`src/rtl/hazard_stall_controller.sv`:
```
// Pipeline hazard/stall controller: load-use, taken branch, memory busywait and multi-cycle MUL/DIV.
// Optional build macro STALL_PERF_COUNTER_EN adds the 32-bit STALL_COUNT performance counter.
module hazard_stall_controller (
    input  logic        CLK,
    input  logic        RESET,
    input  logic [4:0]  ID_RS1,
    input  logic [4:0]  ID_RS2,
    input  logic        ID_USES_RS1,
    input  logic        ID_USES_RS2,
    input  logic [4:0]  EX_RD,
    input  logic        EX_MEM_READ,
    input  logic        EX_BRANCH_TAKEN,
    input  logic        EX_MULDIV_START,
    input  logic        MULDIV_DONE,
    input  logic        IMEM_BUSYWAIT,
    input  logic        DMEM_BUSYWAIT,
    output logic        PC_HOLD,
    output logic        IF_ID_HOLD,
    output logic        ID_EX_HOLD,
    output logic        EX_MEM_HOLD,
    output logic        MEM_WB_HOLD,
    output logic        IF_ID_FLUSH,
    output logic        ID_EX_FLUSH,
    output logic        EX_MEM_FLUSH,
    output logic        MULDIV_TIMEOUT
`ifdef STALL_PERF_COUNTER_EN
    ,
    output logic [31:0] STALL_COUNT
`endif
);

    typedef enum logic [1:0] {
        RUN         = 2'd0,
        MULDIV_WAIT = 2'd1,
        TIMEOUT     = 2'd2
    } state_t;

    localparam logic [5:0] WAIT_LIMIT = 6'd63;

    state_t     state, state_nxt;
    logic [5:0] wait_cnt, wait_cnt_nxt;
    logic       timeout_flag, timeout_flag_nxt;
    logic       busywait;
    logic       load_use;

    assign busywait = IMEM_BUSYWAIT | DMEM_BUSYWAIT;

    // A load into x0 never creates a dependency.
    assign load_use = EX_MEM_READ && (EX_RD != 5'd0) &&
                      ((ID_USES_RS1 && (ID_RS1 == EX_RD)) ||
                       (ID_USES_RS2 && (ID_RS2 == EX_RD)));

    // NOTE: sequential state uses non-blocking assignments so every register
    // samples the pre-edge values, independent of statement order.
    always_ff @(posedge CLK or negedge RESET) begin
        if (!RESET) begin
            state        <= RUN;
            wait_cnt     <= 6'd0;
            timeout_flag <= 1'b0;
        end else begin
            state        <= state_nxt;
            wait_cnt     <= wait_cnt_nxt;
            timeout_flag <= timeout_flag_nxt;
        end
    end

    // NOTE: every output and next-state term is given a default first so no
    // path through the case statement can infer a latch.
    always_comb begin
        state_nxt        = state;
        wait_cnt_nxt     = wait_cnt;
        timeout_flag_nxt = timeout_flag;
        PC_HOLD          = 1'b0;
        IF_ID_HOLD       = 1'b0;
        ID_EX_HOLD       = 1'b0;
        EX_MEM_HOLD      = 1'b0;
        MEM_WB_HOLD      = 1'b0;
        IF_ID_FLUSH      = 1'b0;
        ID_EX_FLUSH      = 1'b0;
        EX_MEM_FLUSH     = 1'b0;

        if (!RESET || busywait) begin
            // Whole pipeline frozen; FSM and counter do not advance.
            PC_HOLD     = 1'b1;
            IF_ID_HOLD  = 1'b1;
            ID_EX_HOLD  = 1'b1;
            EX_MEM_HOLD = 1'b1;
            MEM_WB_HOLD = 1'b1;
        end else begin
            unique case (state)
                RUN: begin
                    if (EX_BRANCH_TAKEN) begin
                        IF_ID_FLUSH = 1'b1;
                        ID_EX_FLUSH = 1'b1;
                    end else begin
                        if (load_use) begin
                            PC_HOLD     = 1'b1;
                            IF_ID_HOLD  = 1'b1;
                            ID_EX_FLUSH = 1'b1;
                        end
                        if (EX_MULDIV_START) begin
                            state_nxt    = MULDIV_WAIT;
                            wait_cnt_nxt = 6'd0;
                        end
                    end
                end

                MULDIV_WAIT: begin
                    if (MULDIV_DONE) begin
                        state_nxt = RUN;
                    end else begin
                        PC_HOLD      = 1'b1;
                        IF_ID_HOLD   = 1'b1;
                        ID_EX_HOLD   = 1'b1;
                        EX_MEM_FLUSH = 1'b1;
                        if (wait_cnt == WAIT_LIMIT) begin
                            state_nxt        = TIMEOUT;
                            timeout_flag_nxt = 1'b1;
                        end else begin
                            wait_cnt_nxt = wait_cnt + 6'd1;
                        end
                    end
                end

                TIMEOUT: begin
                    ID_EX_FLUSH  = 1'b1;
                    EX_MEM_FLUSH = 1'b1;
                    state_nxt    = RUN;
                end

                default: begin
                    state_nxt = RUN;
                end
            endcase
        end
    end

    assign MULDIV_TIMEOUT = timeout_flag;

`ifdef STALL_PERF_COUNTER_EN
    always_ff @(posedge CLK or negedge RESET) begin
        if (!RESET) begin
            STALL_COUNT <= 32'd0;
        end else if (PC_HOLD) begin
            STALL_COUNT <= STALL_COUNT + 32'd1;
        end
    end
`endif

endmodule

```
`config.mk`:
```
export PLATFORM = sky130hd
export DESIGN_NAME = hazard_stall_controller
export DESIGN_NICKNAME = d
export VERILOG_FILES = /design/src/rtl/hazard_stall_controller.sv
export SDC_FILE = /design/constraint.sdc
export NUM_CORES = 1
export LEC_CHECK = 0
export CAP_MARGIN = 40
export CORE_UTILIZATION = 44
export CTS_BUF_LIST = sky130_fd_sc_hd__clkbuf_4 sky130_fd_sc_hd__clkbuf_8
export DETAILED_ROUTE_END_ITERATION = 10
export PLACE_DENSITY_LB_ADDON = 0.15
export SETUP_SLACK_MARGIN = 0.2
export SLEW_MARGIN = 10
export SYNTH_ARGS = -nofsm -noshare
export SYNTH_HDL_FRONTEND = slang
export SYNTH_SLANG_ARGS = --single-unit
```
`constraint.sdc`:
```
create_clock -name CLK -period 2.2 [get_ports CLK]
set_input_delay 0.55 -clock CLK [delete_from_list [all_inputs] [get_ports CLK]]
set_output_delay 0.55 -clock CLK [all_outputs]
set_load 0.005 [all_outputs]
```
# --- Word level (Yosys, flattened, before mapping) ---
# Cells that the tools add are included.
# Widths: inputs -> output; s select.
totals:
  wordCells: 56
  out_inout_bits: 9
  reg_bits: 9
op_classes:
  n_bitwise: 3
  muxes: 26
  eq_ne: 10
  addsub: 1
  reduce_logical: 13
op_table:
  columns: ["op", "count"]
  rows:
  - ["$mux 6", 4]
  - ["$mux 1", 13]
  - ["$pmux 6 s2", 1]
  - ["$eq 5x5->1", 2]
  - ["$mux 2", 4]
  - ["$ne 2x2->1 const B", 4]
  - ["$reduce_and 4->1", 2]
  - ["$add 6x1->6 const B", 1]
  - ["$eq 6x6->1 const B", 1]
  - ["$pmux 1 s2", 3]
  - ["$reduce_and 6->1", 1]
  - ["$reduce_bool 5->1", 1]
  - ["$logic_and 1x1->1", 4]
  - ["$pmux 2 s2", 1]
  - ["$ne 3x3->1 const B", 1]
  - ["$eq 2x1->1 const B", 1]
  - ["$eq 2x2->1 const B", 1]
  - ["$logic_not 2->1", 1]
  - ["$logic_or 1x1->1", 2]
  - ["$not 1->1", 2]
  - ["$reduce_bool 2->1", 1]
  - ["$logic_not 1->1", 1]
  - ["$or 1x1->1", 1]

# --- Depth between registers and ports, before layout ---
depth:
  ltp_word: 8
  depth_mapped: 7

# --- Worst setup path after synthesis ---
# No wires, ideal clock.
synth_path:
  kind: "input port to output port"
  from: "in EX_RD[4]"
  to: "out PC_HOLD"
  t_arrival_ps: 1588
  path_slack_ps: 62
  cell_stages: 5
  required_ps: 1650
  cell_sequence: "xor2_1 > nor4_1 > a32oi_1 > o31ai_1 > buf_4"
synth_via:
  elab_chain_cells: 8
  elab_cells_between_ends: 12
  cone_classes: "2 x eq/ne; 4 x mux; 6 x reduce/logical"
synth_rtl:
  columns: ["element", "line_no", "source"]
  rows:
  - ["start: declaration", "10", "input logic [4:0] EX_RD,"]
  - ["$eq 5x5->1 (on tied branches)", "50, 51", null]
  - ["$logic_and 1x1->1 (on tied branches)", "50, 51", null]
  - ["$logic_or 1x1->1", "50", "((ID_USES_RS1 && (ID_RS1 == EX_RD)) ||"]
  - ["$logic_and 1x1->1 (*)", "49", "assign load_use = EX_MEM_READ && (EX_RD != 5'd0) &&"]
  - ["$mux 1 (*) (2 in series)", null, null]
  - ["$pmux 1 s2 (*)", null, null]
  - ["$mux 1 (*)", null, null]
  - ["end: declaration", "17", "output logic PC_HOLD,"]
# Every way passes the cells marked *; elsewhere a longest branch is shown, timed or not.

# --- Worst setup path after layout ---
layout_path:
  from: "in ID_RS2[2]"
  to: "out IF_ID_HOLD"
layout_via:
  elab_chain_cells: 8
layout_rtl:
  columns: ["element", "line_no", "source"]
  rows:
  - ["start: declaration", "7", "input logic [4:0] ID_RS2,"]
  - ["$eq 5x5->1", "51", "(ID_USES_RS2 && (ID_RS2 == EX_RD)));"]
  - ["$logic_and 1x1->1", "51", null]
  - ["$logic_or 1x1->1", "50", null]
  - ["$logic_and 1x1->1", "49", null]
  - ["$mux 1", "96", "if (load_use) begin"]
  - ["$mux 1", "92", "if (EX_BRANCH_TAKEN) begin"]
  - ["$pmux 1 s2", "90", "unique case (state)"]
  - ["$mux 1", "82", "if (!RESET || busywait) begin"]
  - ["end: declaration", "18", "output logic IF_ID_HOLD,"]
# Every way passes these cells.

==> metrics.yaml <==
route.final.wire_length_um: 2599
grt_use_total: 0.2869
drc: 0
netlist.area_leader.share: 0.2624
synth_warnings: 0
kind_of_end_point_of_the_critical_path: "output pin"
first_pass_grt_wire_length_um: 4271
grt_max_degree: 10
layout_common_cells: "14 x sky130_fd_sc_hd__buf_4, 13 x sky130_fd_sc_hd__buf_2, 9 x sky130_fd_sc_hd__dfrtp_1, 9 x sky130_fd_sc_hd__buf_6"
busiest_layer: "met2"
tightestPinTransition_ps: 340.7
post_dp_cell_area_um2: 1276
worst-path-max-fanout: 2
clock_skew_ps: 13.43
finalSetupViolCount: 2
groute.layer.met1.usage: 0.3771
timing.max_cap.violations: 0
required_ps: 1650
coreArea_um2: 1783
post_synth_instance_area_um2: 858.3
die_boundary_width_um: 46.17
clock_sink_count: 9
setup.reg_to_reg.worst_slack_ps: 440
synth_seq_area_share: 0.2624
power.clock.fraction: 0.164
finalWorstSetupSlack_ps: -90.11
design.portCount: 34
postLayoutCoreUtil: 0.7516
peakVddDrop_v: 0.0004373
timing.setup.critical_path_class: "in -> out"
p_seq_frac: 0.302
ant_nets: 0
finalInstanceArea_um2: 1340
power.density_cell_area_nw_per_um2: 640.4
design_power_total_uw: 858.1
worstPathArrival_ps: 1740
post-place-ws_ps: -838.2
die_area_um2: 2131
place.port_buffers: 33
wl_per_cell_um: 15.29
max-clock-path-buffers: 2
r2r_start: "state[0]"
clockRootBuffer: "sky130_fd_sc_hd__clkbuf_4"
yosys_register_bits: 9
grt.met3_usage: 0.07451
grt_remaining_overflow: 0
viasPerCell: 5.465
syn_nets: 125
post_synth_inst_count: 96
synth_area_leader_cell: "sky130_fd_sc_hd__dfrtp_1"
setup.worst_path.start_class: "input port"
r2r_end: "wait_cnt[5]"
antenna-diode-count: 0
clkTransAtPathRegs_ps: 70
core.rowCount: 15
hold_path_class: "in -> async"
number_of_global_route_vias_before_repair: 882
finalHoldViolCount: 0
global_route.usage.met2: 0.4789
gpl.final_weighted_congestion: 0.9184
nFillCells: 138
detailedPlacementHpwl_um: 1935
holdWs_ps: 205.3
fmaxAchievable_mhz: 436.7
p_leak_nw: 0.5947
tritoncts.num_buffers: 3
p_sw_frac: 0.3980
layout.cells.most_common: "sky130_fd_sc_hd__buf_4"
outcome: "finished with violations"
pwr-share-comb: 0.535
power.switching_uw: 341.6
routed-via-count: 929
initial_core_util: 0.4814
post-route-period-util: 1.041
failed_checks: "setup timing"
initialDrtViolationCount: 29
finalNetCount: 175
post_synthesis_to_final_layout_area_growth_pct: 56.12
drive_gt1_frac: 0.4069
source_to_sink_clock_delay_at_the_later_pin_of_the_worst_skew_pair_ps: 270
dr.pass1.iters: 4
synth_top_cells_by_area: "sky130_fd_sc_hd__dfrtp_1 26%, sky130_fd_sc_hd__xor2_1 8.2%, sky130_fd_sc_hd__ha_1 5.8%"
rel_slew_slack: 0.7705
antenna_violations_before_repair: 0
grt_setup_unrepaired: "yes"
power_report.internal_total_uw: 516.6
final_max_tran_viols: 0
synth_area_per_cell_um2: 8.941
worstRegToRegCells: 7
timing.final.crit_period_ps: 2290
die-height_um: 46.17
cts_hold_buf: 0
yosys.cell_types.count: 41
htreeDepth: 1
cts_tree: "yes"
[stage by stage]
step / cells / TNS [ps]
CTS: 169 / -105.0
finish: 170 / -177.9
global placement: 159 / -4152
floorplan: 96 / 0
global route: 170 / -320.1
detailed placement: 159 / -4527
[Yosys cell counts, drive strengths merged]
cell type,number
and2,1
o31ai,1
o21ai,3
a32oi,1
a41oi,1
nor3,3
nor2,3
nand2,3
o22ai,1
xnor2,2
nor2b,4
a21oi,9
xor2,8
mux2i,2
nand4,1
mux2,1
a211oi,2
inv,6
a31o,3
nand4b,1
ha,4
o2bb2ai,3
clkbuf,4
o2111a,1
nand2b,3
dfrtp,9
nand3,2
nand3b,1
buf,2
and3,3
nor4,4
a21o,1
a31oi,2
nor3b,1
[state kept, by name, summed over array words and instances, names as in the netlist]
signal,cells
state,2
wait_cnt,6
MULDIV_TIMEOUT,1
[worst max-delay path, cell delays in order]
cell and delay [ps]:
sky130_fd_sc_hd__buf_6 90, sky130_fd_sc_hd__xor2_1 160, sky130_fd_sc_hd__nor4_1 290, sky130_fd_sc_hd__a32oi_1 170
sky130_fd_sc_hd__buf_4 170, sky130_fd_sc_hd__o31ai_4 170, sky130_fd_sc_hd__buf_2 150
[repair_timing]
item / in CTS / in global routing
setup buffers: 6 / 1
gates resized for setup: 92 / 12
pin swaps: 16 / 3
endpoints found under the setup margin: 10 / 7
hold endpoints to repair: 0 / 0
[layer usage]
layer,part of all wire,up-vias
li1,-,455
met1,0.45,439
met2,0.50,35
met3,0.050,0
met4,0,0
met5,0,-
[final cells by class]
type / count / area, um^2 / share of cell area
repair buffers: 51 / 410.4 / 0.3063
multi-input cells: 75 / 618.1 / 0.4612
flip-flops and latches: 9 / 225.2 / 0.1681
inverters: 6 / 25.02 / 0.01867
well taps: 25 / 31.28 / 0.02334
clock buffers: 4 / 30.03 / 0.02241
[cells by family after synthesis]
group	share of synthesized area
AND/OR/NAND/NOR	0.2230
AO/OA/AOI/OAI	0.2478
buffers and inverters	0.06559
XOR/XNOR	0.1020
flip-flops	0.2624
adder cells (fa/ha/maj)	0.05831
multiplexers	0.04081
[worst max-delay path by stage]
stage / cells past startpoint / endpoint / startpoint
6_report: 7 / IF_ID_HOLD / ID_RS2[2]
5_1_grt: 7 / PC_HOLD / ID_RS2[2]
3_3_place_gp: 6 / IF_ID_HOLD / EX_RD[4]
3_5_place_dp: 6 / IF_ID_HOLD / EX_RD[4]
2_1_floorplan: 5 / PC_HOLD / EX_RD[4]
4_1_cts: 7 / IF_ID_HOLD / ID_RS2[2]
[power by group through the flow]
stage | clock network [mW] | logic (mW) | registers (mW)
finish | 0.140 | 0.459 | 0.259
global route | 0.159 | 0.498 | 0.265
CTS | 0.145 | 0.442 | 0.257
detailed placement | 0 | 0.421 | 0.258
global placement | 0 | 0.412 | 0.255
floorplan | 0 | 0.289 | 0.227
No activity file was read; power rests on OpenSTA's default activity.
